## src/rtl/frame_aligner_gen.sv

```systemverilog
// Byte-stream frame aligner: hunts for a two-byte A/B header, tracks byte position, declares lock
// after LOCK_CNT good frames and flywheels over isolated bad headers while locked.
module frame_aligner_gen #(
   parameter int unsigned       DATA_W     = 8,
   parameter int unsigned       FRAME_LEN  = 12,
   parameter int unsigned       LOCK_CNT   = 3,
   parameter int unsigned       MISS_LIMIT = 2,
   parameter logic [DATA_W-1:0] HDR_A_LSB  = 8'hAA,
   parameter logic [DATA_W-1:0] HDR_A_MSB  = 8'hAF,
   parameter logic [DATA_W-1:0] HDR_B_LSB  = 8'h55,
   parameter logic [DATA_W-1:0] HDR_B_MSB  = 8'hBA,
   parameter int unsigned       ERR_W      = 8,
   localparam int unsigned      POS_W      = $clog2(FRAME_LEN)
) (
   input  logic              clk,
   input  logic              reset_n,
   input  logic              rx_valid,
   input  logic [DATA_W-1:0] rx_data,
   output logic [POS_W-1:0]  fr_byte_position,
   output logic              frame_detect,
   output logic              frame_start,
   output logic              payload_valid,
   output logic              hdr_type,
   output logic [ERR_W-1:0]  frame_err_cnt
);

   localparam int unsigned GOOD_W = $clog2(LOCK_CNT + 1);
   localparam int unsigned MISS_W = $clog2(MISS_LIMIT + 1);

   localparam logic [GOOD_W-1:0] LockMax   = GOOD_W'(LOCK_CNT);
   localparam logic [MISS_W-1:0] MissMax   = MISS_W'(MISS_LIMIT);
   localparam logic [POS_W-1:0]  PosPenult = POS_W'(FRAME_LEN - 2);
   localparam logic [POS_W-1:0]  PosOne    = POS_W'(1);

   typedef enum logic [2:0] {
      StHunt,
      StHdrMsb,
      StData,
      StFlyLsb,
      StFlyMsb
   } state_e;

   state_e            state;
   logic              cand_type;
   logic              fly_ok;
   logic              fly_type;
   logic [GOOD_W-1:0] good_cnt;
   logic [MISS_W-1:0] miss_cnt;

   logic              is_lsb_a;
   logic              is_lsb_b;
   logic              is_lsb;
   logic              lsb_type;
   logic              cand_msb_hit;
   logic              fly_msb_hit;
   logic [GOOD_W-1:0] good_inc;
   logic [MISS_W-1:0] miss_inc;

   assign is_lsb_a     = (rx_data == HDR_A_LSB);
   assign is_lsb_b     = (rx_data == HDR_B_LSB);
   assign is_lsb       = is_lsb_a | is_lsb_b;
   // Type A wins if both LSB patterns are programmed identically.
   assign lsb_type     = is_lsb_b & ~is_lsb_a;
   assign cand_msb_hit = (rx_data == (cand_type ? HDR_B_MSB : HDR_A_MSB));
   assign fly_msb_hit  = fly_ok & (rx_data == (fly_type ? HDR_B_MSB : HDR_A_MSB));
   assign good_inc     = (good_cnt == LockMax) ? good_cnt : good_cnt + 1'b1;
   assign miss_inc     = miss_cnt + 1'b1;

   always_ff @(posedge clk or negedge reset_n) begin
      if (!reset_n) begin
         state            <= StHunt;
         cand_type        <= 1'b0;
         fly_ok           <= 1'b0;
         fly_type         <= 1'b0;
         good_cnt         <= '0;
         miss_cnt         <= '0;
         fr_byte_position <= '0;
         frame_detect     <= 1'b0;
         frame_start      <= 1'b0;
         payload_valid    <= 1'b0;
         hdr_type         <= 1'b0;
         frame_err_cnt    <= '0;
      end else begin
         frame_start   <= 1'b0;
         payload_valid <= 1'b0;
         if (rx_valid) begin
            unique case (state)
               StHunt: begin
                  fr_byte_position <= '0;
                  if (is_lsb) begin
                     state     <= StHdrMsb;
                     cand_type <= lsb_type;
                  end else begin
                     good_cnt <= '0;
                  end
               end
               StHdrMsb: begin
                  if (cand_msb_hit) begin
                     state            <= StData;
                     fr_byte_position <= PosOne;
                     frame_start      <= 1'b1;
                     hdr_type         <= cand_type;
                     good_cnt         <= good_inc;
                     if (good_inc == LockMax) frame_detect <= 1'b1;
                  end else if (is_lsb) begin
                     cand_type        <= lsb_type;
                     fr_byte_position <= '0;
                  end else begin
                     state            <= StHunt;
                     good_cnt         <= '0;
                     fr_byte_position <= '0;
                  end
               end
               StData: begin
                  fr_byte_position <= fr_byte_position + 1'b1;
                  payload_valid    <= 1'b1;
                  // good_cnt is kept on the unlocked exit so back-to-back frames accumulate.
                  if (fr_byte_position == PosPenult) begin
                     state <= frame_detect ? StFlyLsb : StHunt;
                  end
               end
               StFlyLsb: begin
                  fr_byte_position <= '0;
                  fly_ok           <= is_lsb;
                  fly_type         <= lsb_type;
                  state            <= StFlyMsb;
               end
               StFlyMsb: begin
                  fr_byte_position <= PosOne;
                  if (fly_msb_hit) begin
                     miss_cnt    <= '0;
                     frame_start <= 1'b1;
                     hdr_type    <= fly_type;
                     state       <= StData;
                  end else begin
                     if (frame_err_cnt != '1) frame_err_cnt <= frame_err_cnt + 1'b1;
                     if (miss_inc == MissMax) begin
                        frame_detect <= 1'b0;
                        good_cnt     <= '0;
                        miss_cnt     <= '0;
                        state        <= StHunt;
                     end else begin
                        // Flywheel: treat the frame as if its header were good, minus the strobe.
                        miss_cnt <= miss_inc;
                        state    <= StData;
                     end
                  end
               end
               default: state <= StHunt;
            endcase
         end
      end
   end

endmodule

```

## config.mk

```make
export PLATFORM = sky130hd
export DESIGN_NAME = frame_aligner_gen
export DESIGN_NICKNAME = d
export VERILOG_FILES = /design/src/rtl/frame_aligner_gen.sv
export SDC_FILE = /design/constraint.sdc
export NUM_CORES = 1
export LEC_CHECK = 0
export ABC_AREA = 1
export BUFFER_PORTS_ARGS = -buffer_cell sky130_fd_sc_hd__buf_2
export CAP_MARGIN = 15
export CORE_AREA = 5 5 81 53
export DETAILED_ROUTE_END_ITERATION = 10
export DIE_AREA = 0 0 86 58
export GPL_TIMING_DRIVEN = 0
export PLACE_DENSITY = 0.75
export SLEW_MARGIN = 5
export SYNTH_ARGS = -nofsm -noshare
export SYNTH_HDL_FRONTEND = slang
export SYNTH_SLANG_ARGS = --single-unit
```

## constraint.sdc

```tcl
create_clock -name clk -period 3.6 [get_ports clk]
set_input_delay 0.72 -clock clk [delete_from_list [all_inputs] [get_ports clk]]
set_output_delay 0.72 -clock clk [all_outputs]
set_load 0.03 [all_outputs]
```

* After elaboration in Yosys (flattened, before gate mapping)
Index checks and enable logic that the tools add are counted. Widths: inputs -> output; s select.
Word-level totals: register bits after elaboration 26, bits in latches 0, bits in writable memories 0, ROM bits 0, input port bits 11, word-level logic and storage cells 95, memories kept 0
Operators by class: add/subtract/negate cells 4, multipliers 0, div/mod/pow operators 0, order comparisons 0, equality and inequality tests 22, shift operators 0, muxes and demuxes 37, bitwise logic cells 5, reduce and logical (&&, ||, !) cells 15
Operators with widths (number):
- $mux 2 | 10
- $eq 8x8->1 | 2
- $ne 2x2->1 const B | 8
- $pmux 4 s4 | 1
- $reduce_and 4->1 | 4
- $pmux 3 s5 | 1
- $mux 1 | 14
- $mux 3 | 4
- $mux 5 | 2
- $add 8x1->8 const B | 1
- $eq 8x7->1 const B | 1
- $eq 8x8->1 const B | 1
- $ne 8x8->1 const B | 1
- $pmux 1 s2 | 4
- $eq 2x2->1 const B | 3
- $eq 3x2->1 const B | 2
- $pmux 2 s3 | 1
- $reduce_and 2->1 | 3
- $reduce_and 6->1 | 1
- $add 2x1->2 const B | 2
- $add 4x1->4 const B | 1
- $eq 4x4->1 const B | 1
- $reduce_bool 2->1 | 2
- $reduce_bool 4->1 | 1
- other kinds (10) | 12

* Longest topological paths before layout
depth in word-level cells 6, mapped depth 11, gate-level depth less buffers 11

* Worst setup path before layout
No wires, ideal clock.
path type reg-to-reg, from reg frame_err_cnt[0], to reg frame_err_cnt[2], setup time 74 ps, data arrival time 1514 ps, data required time 3526 ps, slack 2012 ps, cell stages (with the launch flop) 8, clock period less this slack 1588 ps, cells stage by stage dfrtp_1 > ha_1 > nand3_1 > nor3_2 > a21oi_4 > nand2_4 > nand2_1 > o21ai_2
On the way: word-level cells in the longest chain between the ends 2, elaborated cells between the ends (all ways) 3
Ends and longest elaborated chain:
- start: declaration | line 24 | output logic [ERR_W-1:0] frame_err_cnt
- start signal: assignment | line 136 | if (frame_err_cnt != '1) frame_err_cnt <= frame_err_cnt + 1'b1;
- branches (longest 2 deep; another with $add 8x1->8)
Parallel ways; which one is timed is not known. A chain may end at the register's enable or synchronous reset.

* Final worst setup path
from reg frame_err_cnt[7], to out frame_err_cnt[7]
No word-level cell between the ends.

==> results by group <==
Run status
  • Status: completed

Clock tree
  • CTS root buf: clkbuf_8
  • Total CTS buffers: 3
  • Worst-path clk slew: roughly 0.080 ns
  • Post-CTS Setup Inserts: 0
  • Hold Buf Count CTS: 0
  • CTS Sinks: 26
  • H-tree depth: 1
  • Post_cts resized: 0
  • Worst-Skew Late Latency: 0.26 ns
  • TritonCTS clock tree: done
  • CTS max path bufs: 2

Timing
  • Final hold slack: around 0.45 ns
  • Setup TNS: 0 ns
  • Worst slew margin: 0.611
  • Final period util: 0.465
  • Final worst slack: between 1.5 and 2 ns
  • Clk_skew: between 0.002 and 0.0025 ns
  • Achievable clock frequency: roughly 600 MHz
  • Worst-margin pin slew: 0.584 ns
  • Max-slew violation count: 0
  • RSZ-0062 raised after global routing: false
  • Hold Fails Final Rpt: 0
  • Final min period: 1.67 ns
  • Final setup fails: 0

Critical path
  • Slowest Stage Delay on Critical Path: 0.46 ns
  • Crit Path Category: flip-flop to output port
  • Crit path max-delay cell type: dfrtp_1
  • Number of cells on the critical path: 1
  • CP cell instances: buf_2
  • R2R depth: 6
  • Critical path startpoint category: flip-flop
  • Crit end category: output port
  • Crit path max-delay family: flip-flops
  • CP Buf/Inv Count: 1
  • Worst Path Required: around 2.9 ns
  • Worst EP arrival: between 0.9 and 1 ns
  • Worst-path fanout max: 4

Die
  • Io pins: 27
  • Core Region: approximately 3500 µm²
  • Site Rows: 17
  • Initial Util: 0.460
  • DIE WIDTH: about 86 µm
  • Chip height: between 50 and 60 µm
  • Total Die Area: 4990 µm²

Global route
  • Gr usage total: 0.145
  • GR Overflow Total: 0
  • Antenna violations before repair: 0
  • Global-route wire length before repair: 5760 µm
  • Largest net degree at the start of global routing: 27
  • Vias in the first global route: roughly 1.2k

Synth
  • Sequential share of the synthesized area: 0.403
  • Mapped Avg Cell Area: 7.44 µm²
  • FF+latch count, synth: 26
  • YS warnings: 0
  • Post-Syn Area: 1610 µm²
  • Mapped Cells: ~220
  • Post-synth cell types: 28
  • Syn nets: approximately 230

Final layout
  • Fin area: around 1800 µm²
  • # nets final: about 260
  • Area grow syn2layout: 14.0%
  • Most common cell after layout, fill and taps aside: nand2_1
  • Cell Count, Final, Fillers Out: 292
  • Share of layout cells above drive strength 1: 0.192
  • Commonest cells after routing, fill and taps aside: 80 x nand2_1, 26 x dfrtp_1, 25 x inv_1, 25 x buf_2, 21 x nand3_1
  • Fillers: between 300 and 400
  • ANT cells: 0
  • Fin util: 0.524

Placed design
  • DP Wirelength: approximately 2700 µm
  • Cells after DPL: slightly below 300
  • Routability congestion estimate: between 0.8 and 0.9
  • Placed cell area: between 1500 and 2000 µm²
  • # port buffers: 25
  • Place WS: between 1.5 and 2 ns

Detailed routing
  • DRC viols: 0
  • Post-Route WL: ~3300 µm
  • Iter 0 DRT Violations: 80
  • Drt pass-1 iters: 4
  • Vias per Instance: about 4.8
  • Post-DRT Antenna Nets: 0
  • Vias post-DR: 1,411
  • WL per Instance: between 10 and 15 µm

Power
  • Cell Pwr Density: 367 nW/µm²
  • Total Power: between 0.6 and 0.7 mW
  • Leak Pwr: between 1 and 1.5 nW
  • Maximum vdd drop: 0.000219 V

Hold path
  • Worst hold path class: primary input to asynchronous set/reset pin

Job
  • Max cap viols: 0
==> layer usage <==
metal  vias to the layer above  share of wire  wire, µm  track usage
li1                        748              -         -            -
met1                       631           0.54      1800        0.230
met2                        30           0.39      1320        0.200
met3                         2          0.063       212       0.0398
met4                         0         0.0039        13       0.0135
met5                         -              0         0            0
==> final cells by class <==
cell class	instances	area, µm²	share of cell area
Sequential cell	26	651	0.354
Multi-Input combinational cell	162	846	0.460
Inverter	28	110	0.0599
Tap cell	47	58.8	0.0320
Buffer	1	7.51	0.00408
Timing Repair Buffer	25	125	0.0680
Clock buffer	3	41.3	0.0224
==> cell usage after synthesis <==
library cell  instances  area share
xor2_1                5       0.027
clkinv_4              1      0.0054
o22ai_1               1      0.0039
o21ai_0              10       0.031
nand4_1               2      0.0078
o21ai_2               2       0.011
nand2_1              80        0.19
dfrtp_1              26        0.40
nand2_4               3       0.021
nor3_2                1      0.0062
nand3b_1              1      0.0047
xnor2_1               2       0.011
nor2_4                1      0.0070
a21boi_2              1      0.0070
inv_1                25       0.058
nor3_1                3      0.0093
xnor2_2               1       0.010
inv_2                 2      0.0047
nand3b_4              1       0.012
nand2_2               1      0.0039
nor2_1               13       0.030
a21oi_1               6       0.019
nand3_1              21       0.065
buf_4                 1      0.0047
nor3_4                1       0.010
a21oi_4               1       0.010
nor2_2                2      0.0078
ha_1                  3       0.023
==> where the power goes <==
group / internal [mW] / total [mW] / switching, mW
Combinational: 0.0653 / 0.179 / 0.113
Clock: 0.0747 / 0.156 / 0.0815
Sequential: 0.315 / 0.341 / 0.0258
==> sequential cells by signal, summed over array words and instances (netlist names) <==
| name | cells |
|---|---|
| hdr_type | 1 |
| state | 3 |
| fly_ok | 1 |
| good_cnt | 2 |
| payload_valid | 1 |
| frame_err_cnt | 8 |
| fr_byte_position | 4 |
| miss_cnt | 2 |
| cand_type | 1 |
| frame_start | 1 |
| fly_type | 1 |
| frame_detect | 1 |
==> path summary, 6_finish.rpt <==
check | start | end | slack (ns)
max in group asynchronous | reset_n | frame_detect$_DFFE_PN0P_ | 2.77
min in group clk | hdr_type$_DFFE_PN0P_ | hdr_type$_DFFE_PN0P_ | 0.50
hold reg to reg | hdr_type$_DFFE_PN0P_ | hdr_type$_DFFE_PN0P_ | 0.50
setup reg to reg | frame_err_cnt[0]$_DFFE_PN0P_ | frame_err_cnt[0]$_DFFE_PN0P_ | 2.03
setup / recovery | frame_err_cnt[7]$_DFFE_PN0P_ | frame_err_cnt[7] | 1.93
hold / removal | reset_n | fly_ok$_DFFE_PN0P_ | 0.45
==> logic make-up (layout without fill, tap and decap cells) <==
kind of cell | count (synthesis) | count (layout) | share of synthesized area
AND/OR/NAND/NOR | 130 | 130 | 0.371
flip-flops | 26 | 26 | 0.403
buffers and inverters | 29 | 57 | 0.0729
XOR/XNOR | 8 | 8 | 0.0481
AO/OA/AOI/OAI | 21 | 21 | 0.0814
adder cells (fa/ha/maj) | 3 | 3 | 0.0233
(Power assumes the default switching activity.)
